[src/rtl/trng_pkg.sv]
// rtl/trng_pkg.sv - shared state encoding and constants for the TRNG sink
package trng_pkg;

  localparam int TRNG_WORD_W = 32;
  localparam int APT_WINDOW  = 64;
  localparam int APT_CUTOFF  = 40;

  typedef enum logic [1:0] {
    ST_STARTUP = 2'd0,
    ST_RUN     = 2'd1,
    ST_FAIL    = 2'd2
  } trng_state_e;

endpackage

[src/rtl/trng_sync_fifo.sv]
// rtl/trng_sync_fifo.sv - single-clock FIFO with wrap-bit pointers and flush
module trng_sync_fifo
  import trng_pkg::*;
#(
  parameter int WIDTH = TRNG_WORD_W,
  parameter int DEPTH = 4
) (
  input  logic             clk_in,
  input  logic             rst_n,
  input  logic             flush_i,
  input  logic             push_i,
  input  logic [WIDTH-1:0] wdata_i,
  input  logic             pop_i,
  output logic [WIDTH-1:0] rdata_o,
  output logic             full_o,
  output logic             empty_o
);

  localparam int AW = $clog2(DEPTH);

  logic [AW:0]      wr_ptr_q, wr_ptr_d, rd_ptr_q, rd_ptr_d;
  logic [WIDTH-1:0] mem_q [DEPTH];
  logic             do_push, do_pop;

  assign empty_o = (wr_ptr_q == rd_ptr_q);
  assign full_o  = (wr_ptr_q[AW] != rd_ptr_q[AW]) && (wr_ptr_q[AW-1:0] == rd_ptr_q[AW-1:0]);
  assign do_pop  = pop_i && !empty_o;
  // A pop frees the head slot this cycle, so a push into a full FIFO can still land.
  assign do_push = push_i && (!full_o || do_pop);
  assign rdata_o = mem_q[rd_ptr_q[AW-1:0]];

  always_comb begin
    wr_ptr_d = wr_ptr_q;
    rd_ptr_d = rd_ptr_q;
    if (flush_i) begin
      wr_ptr_d = '0;
      rd_ptr_d = '0;
    end else begin
      if (do_push) wr_ptr_d = wr_ptr_q + 1'b1;
      if (do_pop)  rd_ptr_d = rd_ptr_q + 1'b1;
    end
  end

  always_ff @(posedge clk_in or negedge rst_n) begin
    if (!rst_n) begin
      wr_ptr_q <= '0;
      rd_ptr_q <= '0;
    end else begin
      wr_ptr_q <= wr_ptr_d;
      rd_ptr_q <= rd_ptr_d;
    end
  end

  always_ff @(posedge clk_in) begin
    if (do_push && !flush_i) mem_q[wr_ptr_q[AW-1:0]] <= wdata_i;
  end

endmodule

[src/rtl/trng_sink.sv]
// rtl/trng_sink.sv - TRNG sink with startup discard, repetition count test and output FIFO
// Defining TRNG_SINK_APT_EN adds the bit-0 adaptive proportion test.
module trng_sink
  import trng_pkg::*;
#(
  parameter int FIFO_DEPTH    = 4,
  parameter int RCT_CUTOFF    = 4,
  parameter int STARTUP_WORDS = 8
) (
  input  logic                   clk_in,
  input  logic                   rst_n,
  input  logic [TRNG_WORD_W-1:0] random_data,
  input  logic                   valid,
  input  logic                   clear_fail,
  output logic [TRNG_WORD_W-1:0] out_data,
  output logic                   out_valid,
  input  logic                   out_ready,
  output logic                   health_fail,
  output logic                   overflow
);

  localparam int RCT_W = $clog2(RCT_CUTOFF + 1);
  localparam int SU_W  = $clog2(STARTUP_WORDS + 1);

  trng_state_e            state_q, state_d;
  logic [TRNG_WORD_W-1:0] prev_q, prev_d;
  logic [RCT_W-1:0]       rct_cnt_q, rct_cnt_d;
  logic [SU_W-1:0]        su_cnt_q, su_cnt_d;
  logic                   health_fail_q, health_fail_d;
  logic                   overflow_q, overflow_d;
  logic                   accept, rct_fail, apt_fail, fail_event, do_clear;
  logic                   fifo_full, fifo_empty, fifo_push, fifo_pop, fifo_flush;
  logic [TRNG_WORD_W-1:0] fifo_rdata;

  // Health tests watch every word outside FAIL, including the discarded startup words.
  assign accept     = valid && (state_q != ST_FAIL);
  assign fail_event = rct_fail || apt_fail;
  assign do_clear   = clear_fail && !fail_event;

  assign out_valid   = !fifo_empty && (state_q != ST_FAIL);
  assign out_data    = out_valid ? fifo_rdata : '0;
  assign fifo_pop    = out_valid && out_ready;
  assign health_fail = health_fail_q;
  assign overflow    = overflow_q;

  always_comb begin
    prev_d    = prev_q;
    rct_cnt_d = rct_cnt_q;
    rct_fail  = 1'b0;
    if (accept) begin
      prev_d = random_data;
      if ((rct_cnt_q != '0) && (random_data == prev_q))
        rct_cnt_d = (rct_cnt_q == RCT_W'(RCT_CUTOFF)) ? rct_cnt_q : rct_cnt_q + 1'b1;
      else
        rct_cnt_d = RCT_W'(1);
      rct_fail = (rct_cnt_d == RCT_W'(RCT_CUTOFF));
    end
  end

`ifdef TRNG_SINK_APT_EN
  localparam int APT_IDX_W = $clog2(APT_WINDOW);
  localparam int APT_CNT_W = $clog2(APT_WINDOW + 1);

  logic [APT_IDX_W-1:0] apt_idx_q, apt_idx_d;
  logic [APT_CNT_W-1:0] apt_cnt_q, apt_cnt_d, apt_total;
  logic                 apt_ref_q, apt_ref_d;

  always_comb begin
    apt_idx_d = apt_idx_q;
    apt_cnt_d = apt_cnt_q;
    apt_ref_d = apt_ref_q;
    apt_fail  = 1'b0;
    apt_total = apt_cnt_q + APT_CNT_W'(random_data[0] == apt_ref_q);
    if (accept) begin
      apt_idx_d = apt_idx_q + 1'b1;
      if (apt_idx_q == '0) begin
        apt_ref_d = random_data[0];
        apt_cnt_d = APT_CNT_W'(1);
      end else begin
        apt_cnt_d = apt_total;
        apt_fail  = (apt_idx_q == APT_IDX_W'(APT_WINDOW - 1)) && (apt_total > APT_CNT_W'(APT_CUTOFF));
      end
    end
  end

  always_ff @(posedge clk_in or negedge rst_n) begin
    if (!rst_n) begin
      apt_idx_q <= '0;
      apt_cnt_q <= '0;
      apt_ref_q <= 1'b0;
    end else if (do_clear) begin
      apt_idx_q <= '0;
      apt_cnt_q <= '0;
      apt_ref_q <= 1'b0;
    end else begin
      apt_idx_q <= apt_idx_d;
      apt_cnt_q <= apt_cnt_d;
      apt_ref_q <= apt_ref_d;
    end
  end
`else
  assign apt_fail = 1'b0;
`endif

  always_comb begin
    state_d       = state_q;
    su_cnt_d      = su_cnt_q;
    health_fail_d = health_fail_q;
    overflow_d    = overflow_q;
    fifo_push     = 1'b0;
    fifo_flush    = 1'b0;
    if (fail_event) begin
      state_d       = ST_FAIL;
      health_fail_d = 1'b1;
      fifo_flush    = 1'b1;
    end else if (clear_fail) begin
      state_d       = ST_STARTUP;
      su_cnt_d      = '0;
      health_fail_d = 1'b0;
      overflow_d    = 1'b0;
      fifo_flush    = 1'b1;
    end else begin
      case (state_q)
        ST_STARTUP: if (valid) begin
          su_cnt_d = su_cnt_q + 1'b1;
          if (su_cnt_q == SU_W'(STARTUP_WORDS - 1)) state_d = ST_RUN;
        end
        ST_RUN: if (valid) begin
          if (fifo_full && !fifo_pop) overflow_d = 1'b1;
          else                        fifo_push  = 1'b1;
        end
        default: ;
      endcase
    end
  end

  always_ff @(posedge clk_in or negedge rst_n) begin
    if (!rst_n) begin
      state_q       <= ST_STARTUP;
      prev_q        <= '0;
      rct_cnt_q     <= '0;
      su_cnt_q      <= '0;
      health_fail_q <= 1'b0;
      overflow_q    <= 1'b0;
    end else begin
      state_q       <= state_d;
      prev_q        <= prev_d;
      rct_cnt_q     <= do_clear ? '0 : rct_cnt_d;
      su_cnt_q      <= su_cnt_d;
      health_fail_q <= health_fail_d;
      overflow_q    <= overflow_d;
    end
  end

  trng_sync_fifo #(
    .WIDTH (TRNG_WORD_W),
    .DEPTH (FIFO_DEPTH)
  ) u_fifo (
    .clk_in  (clk_in),
    .rst_n   (rst_n),
    .flush_i (fifo_flush),
    .push_i  (fifo_push),
    .wdata_i (random_data),
    .pop_i   (fifo_pop),
    .rdata_o (fifo_rdata),
    .full_o  (fifo_full),
    .empty_o (fifo_empty)
  );

endmodule

[config.mk]
export PLATFORM = sky130hd
export DESIGN_NAME = trng_sink
export DESIGN_NICKNAME = d
export VERILOG_FILES = /design/src/rtl/trng_pkg.sv /design/src/rtl/trng_sync_fifo.sv /design/src/rtl/trng_sink.sv
export SDC_FILE = /design/constraint.sdc
export NUM_CORES = 1
export LEC_CHECK = 0
export ABC_AREA = 1
export ABC_CLOCK_PERIOD_IN_PS = 6140
export CAP_MARGIN = 25
export CORE_ASPECT_RATIO = 0.8
export CORE_MARGIN = 3
export CORE_UTILIZATION = 35
export DETAILED_ROUTE_END_ITERATION = 12
export SETUP_SLACK_MARGIN = 0.5
export SYNTH_ARGS = -nofsm -noshare
export SYNTH_HDL_FRONTEND = slang
export SYNTH_SLANG_ARGS = --single-unit
[constraint.sdc]
create_clock -name clk_in -period 6.14 [get_ports clk_in]
set_clock_uncertainty 0.05 [all_clocks]
set_input_delay 1.228 -clock clk_in [delete_from_list [all_inputs] [get_ports clk_in]]
set_output_delay 1.228 -clock clk_in [all_outputs]
set_load 0.05 [all_outputs]
==> flow_summary.toml <==
[status]
outcome = "finished clean"

[clock_tree]
cts_setup_buffers = 0
cts-root-buf = "clkbuf_16"
clkSlewWorstSetupHoldPaths_ns = 0.06
cts_hold_buffers = 0
cts_buffers = 17
clockBufferDepth = 2
cts.sinks = 177
post_cts_resized = 0
ctsHtreeMaxLevel = 4
cts_tree = "done"
clk_latency_ns = 0.43

[synth]
yosysTopAreaCellShare = 0.4970
ys_types = 28
synthArstFlopShare = 0.2768
synth-warning-count = 0
synth_area_um2 = 7734
synth_nets = 815
synth.area.top_cells = "edfxtp_1 (50%), dfrtp_1 (16%), nor2_1 (7.8%)"
yosysSeqAreaShare = 0.6556
synth_ff_type = "edfxtp_1"
synth_enable_flop_cells = 128
ys_seq_elements = 177
synth_top_area_cell = "edfxtp_1"
syn_inst = 770
syn_avg_cell_area_um2 = 10.04

[timing]
setup_ws_ns = 1.879
fmax_ghz = 0.2347
tightest_slew_ns = 0.9384
setup-tns-final_ns = 0
fin_crit_sh = 0.6939
hold_viol_final = 0
period_minus_slack_ns = 4.261
rsz0062_at_grt = "no"
setup_violations = 0
slew_headroom = 0.3729
slew_violations = 0

[setup_path]
reg2regPathDepth = 10
arrival_ns = 2.98
critPathTopFamily = "buffers and inverters"
critPathKind = "reg2out"
critPathMaxStageDelay_ns = 0.87
path_buf_inv = 2
worstSetupStartpointType = "flip-flop"
r2r_start = "state_q[1]$_DFFE_PN0P_"
crit_chain = "inv_1 -> nand2_1 -> a21oi_1 -> nand2_1 -> nand2_2 -> a21oi_1 -> clkdlybuf4s50_1"
worstPathMaxFanout = 34
cp-end-kind = "primary output"
slowest_stage = "clkdlybuf4s50_1"
worstPathRequired_ns = 4.86
r2r_slack_ns = 2.71
reg2reg_to = "u_fifo.mem_q[0][4]$_DFFE_PP_"

[pwr]
power_uw = 2470
power_density_nw_per_um2 = 264.4
leakage_uw = 0.003687
vdd_drop_max_uv = 154.0

[layout]
final_util = 0.4413
fin_nets = 881
n_fill_cell = 1979
drive_above_1_share = 0.06368
insertedDiodeCount = 0
areaGrowthSynthToFinish_pct = 20.79

[routing]
drc = 0
wl_per_cell_um = 14.32
vias_per_cell = 4.688
ant_nets = 0
drt_wl_total_um = 16000
drtPass1Iterations = 5
drt_iter0_markers = 429
vias = 5236

[worst_hold_path]
holdPathEnd = "overflow$_DFFE_PN0P_"
min-delay-start = "overflow$_DFFE_PN0P_"
whs_path_depth = 2
min-delay-path-class = "reg2reg"

[placed_design]
port_buffers = 71
place_hpwl_um = 10130
gp_congestion = 0.7684
pre_cts_ws_ns = 1.473

[die]
start_util = 0.3653
fp.dieW_um = 172.2
die_area_um2 = 23930
core.rowCount = 47
ios = 72
fp.coreArea_um2 = 21170
die_y_um = 139.0

[global_route]
antenna_found_initial = 0
grt_max_degree = 67
overflow = 0
grt_pass1_vias = 5257
grt_usage = 0.1417
grt_pass1_wl_um = 26830

[run]
maxCapViolations = 0
-- stage by stage --
stage | std cells | instance area (um2) | hold slack (ns)
6_report | 1117 | 9341 | 0.4379
5_1_grt | 1117 | 9341 | 0.4703
4_1_cts | 1114 | 9266 | 0.4409
3_5_place_dp | 1083 | 8723 | 0.4162
3_3_place_gp | 1082 | 8696 | 0.4182
2_1_floorplan | 770 | 7734 | 0.4173
-- worst register-to-register path: cells and delay by family, from the launching register on --
family / cells / cell delay (ns)
flops: 1 / 0.39
buf+inv: 3 / 0.39
compound gates: 2 / 0.19
simple gates: 5 / 2.01
-- state kept, by name, summed over array words and instances, names as in the netlist --
register and cells:
prev_q 32, su_cnt_q 4, rct_cnt_q 3, overflow 1, state_q 2, health_fail 1, u_fifo.rd_ptr_q 3, u_fifo.mem_q 128
u_fifo.wr_ptr_q 3
-- Yosys cell counts (3+ instances only) --
| cell | instances |
|---|---|
| nand3_1 | 8 |
| xor2_1 | 7 |
| o21ai_0 | 87 |
| edfxtp_1 | 128 |
| inv_2 | 3 |
| a21oi_1 | 36 |
| inv_1 | 58 |
| buf_1 | 4 |
| nor2_1 | 161 |
| nand4_1 | 11 |
| dfrtp_1 | 49 |
| xnor2_1 | 13 |
| buf_2 | 11 |
| clkbuf_1 | 16 |
| ha_1 | 8 |
| nand2_1 | 155 |
-- cells by family after synthesis --
family,after synthesis,synth area share
buffers and inverters,95,0.04918
adder cells (fa/ha/maj),8,0.01294
XOR/XNOR,20,0.02265
AO/OA/AOI/OAI,127,0.08381
flip-flops,177,0.6556
AND/OR/NAND/NOR,343,0.1759
-- area by class of cell --
| type | instances | area (um2) | area share |
|---|---|---|---|
| Sequential cell | 177 | 5071 | 0.5429 |
| Inverter | 63 | 239.0 | 0.02558 |
| Multi-Input combinational cell | 498 | 2313 | 0.2477 |
| Clock buffer | 18 | 429.2 | 0.04594 |
| Timing Repair Buffer | 79 | 838.3 | 0.08974 |
| Clock inverter | 13 | 113.9 | 0.01219 |
| Tap cell | 269 | 336.6 | 0.03603 |
-- layout by cell type (no fill, tap or decap), types with 2 or more instances in the layout --
| master | n |
|---|---|
| a21oi_1 | 36 |
| buf_16 | 3 |
| buf_4 | 4 |
| clkbuf_16 | 17 |
| clkdlybuf4s50_1 | 70 |
| clkinv_1 | 3 |
| clkinv_2 | 2 |
| clkinv_4 | 3 |
| clkinvlp_4 | 3 |
| dfrtp_1 | 48 |
| edfxtp_1 | 128 |
| ha_1 | 8 |
| inv_1 | 58 |
| inv_2 | 3 |
| inv_6 | 2 |
| nand2_1 | 155 |
| nand2_2 | 2 |
| nand3_1 | 8 |
| nand4_1 | 11 |
| nor2_1 | 157 |
| nor2_2 | 2 |
| nor2_4 | 4 |
| o211ai_1 | 2 |
| o21ai_0 | 87 |
| xnor2_1 | 13 |
| xor2_1 | 7 |
-- worst max path at each step --
stage / from / endpoint / slack [ns] / cells after the start
floorplan: random_data[10] / u_fifo.mem_q[3][0]$_DFFE_PP_ / 2.40 / 7
global placement: valid / u_fifo.mem_q[1][2]$_DFFE_PP_ / 1.51 / 8
detailed placement: valid / u_fifo.mem_q[1][2]$_DFFE_PP_ / 1.47 / 8
CTS: u_fifo.rd_ptr_q[1]$_DFFE_PN0P_ / out_data[15] / 1.84 / 6
global route: u_fifo.wr_ptr_q[0]$_DFFE_PN0P_ / out_data[15] / 1.65 / 7
finish: u_fifo.wr_ptr_q[0]$_DFFE_PN0P_ / out_data[15] / 1.88 / 7
-- routing by layer --
| layer | GRT usage | part of all wire | vias up |
|---|---|---|---|
| li1 | - | - | 2668 |
| met1 | 0.2002 | 0.50 | 2458 |
| met2 | 0.2133 | 0.45 | 92 |
| met3 | 0.03904 | 0.042 | 18 |
| met4 | 0.04410 | 0.016 | 0 |
| met5 | 0 | 0 | - |
-- where the power goes --
part / internal [uW] / switching (uW) / total [uW] / leakage (uW)
clock network: 555 / 449 / 1000 / 0.000258
registers: 1310 / 17.0 / 1320 / 0.00177
logic: 57.6 / 84.6 / 142 / 0.00166
Note: power is estimated with default switching activity, not from simulation.
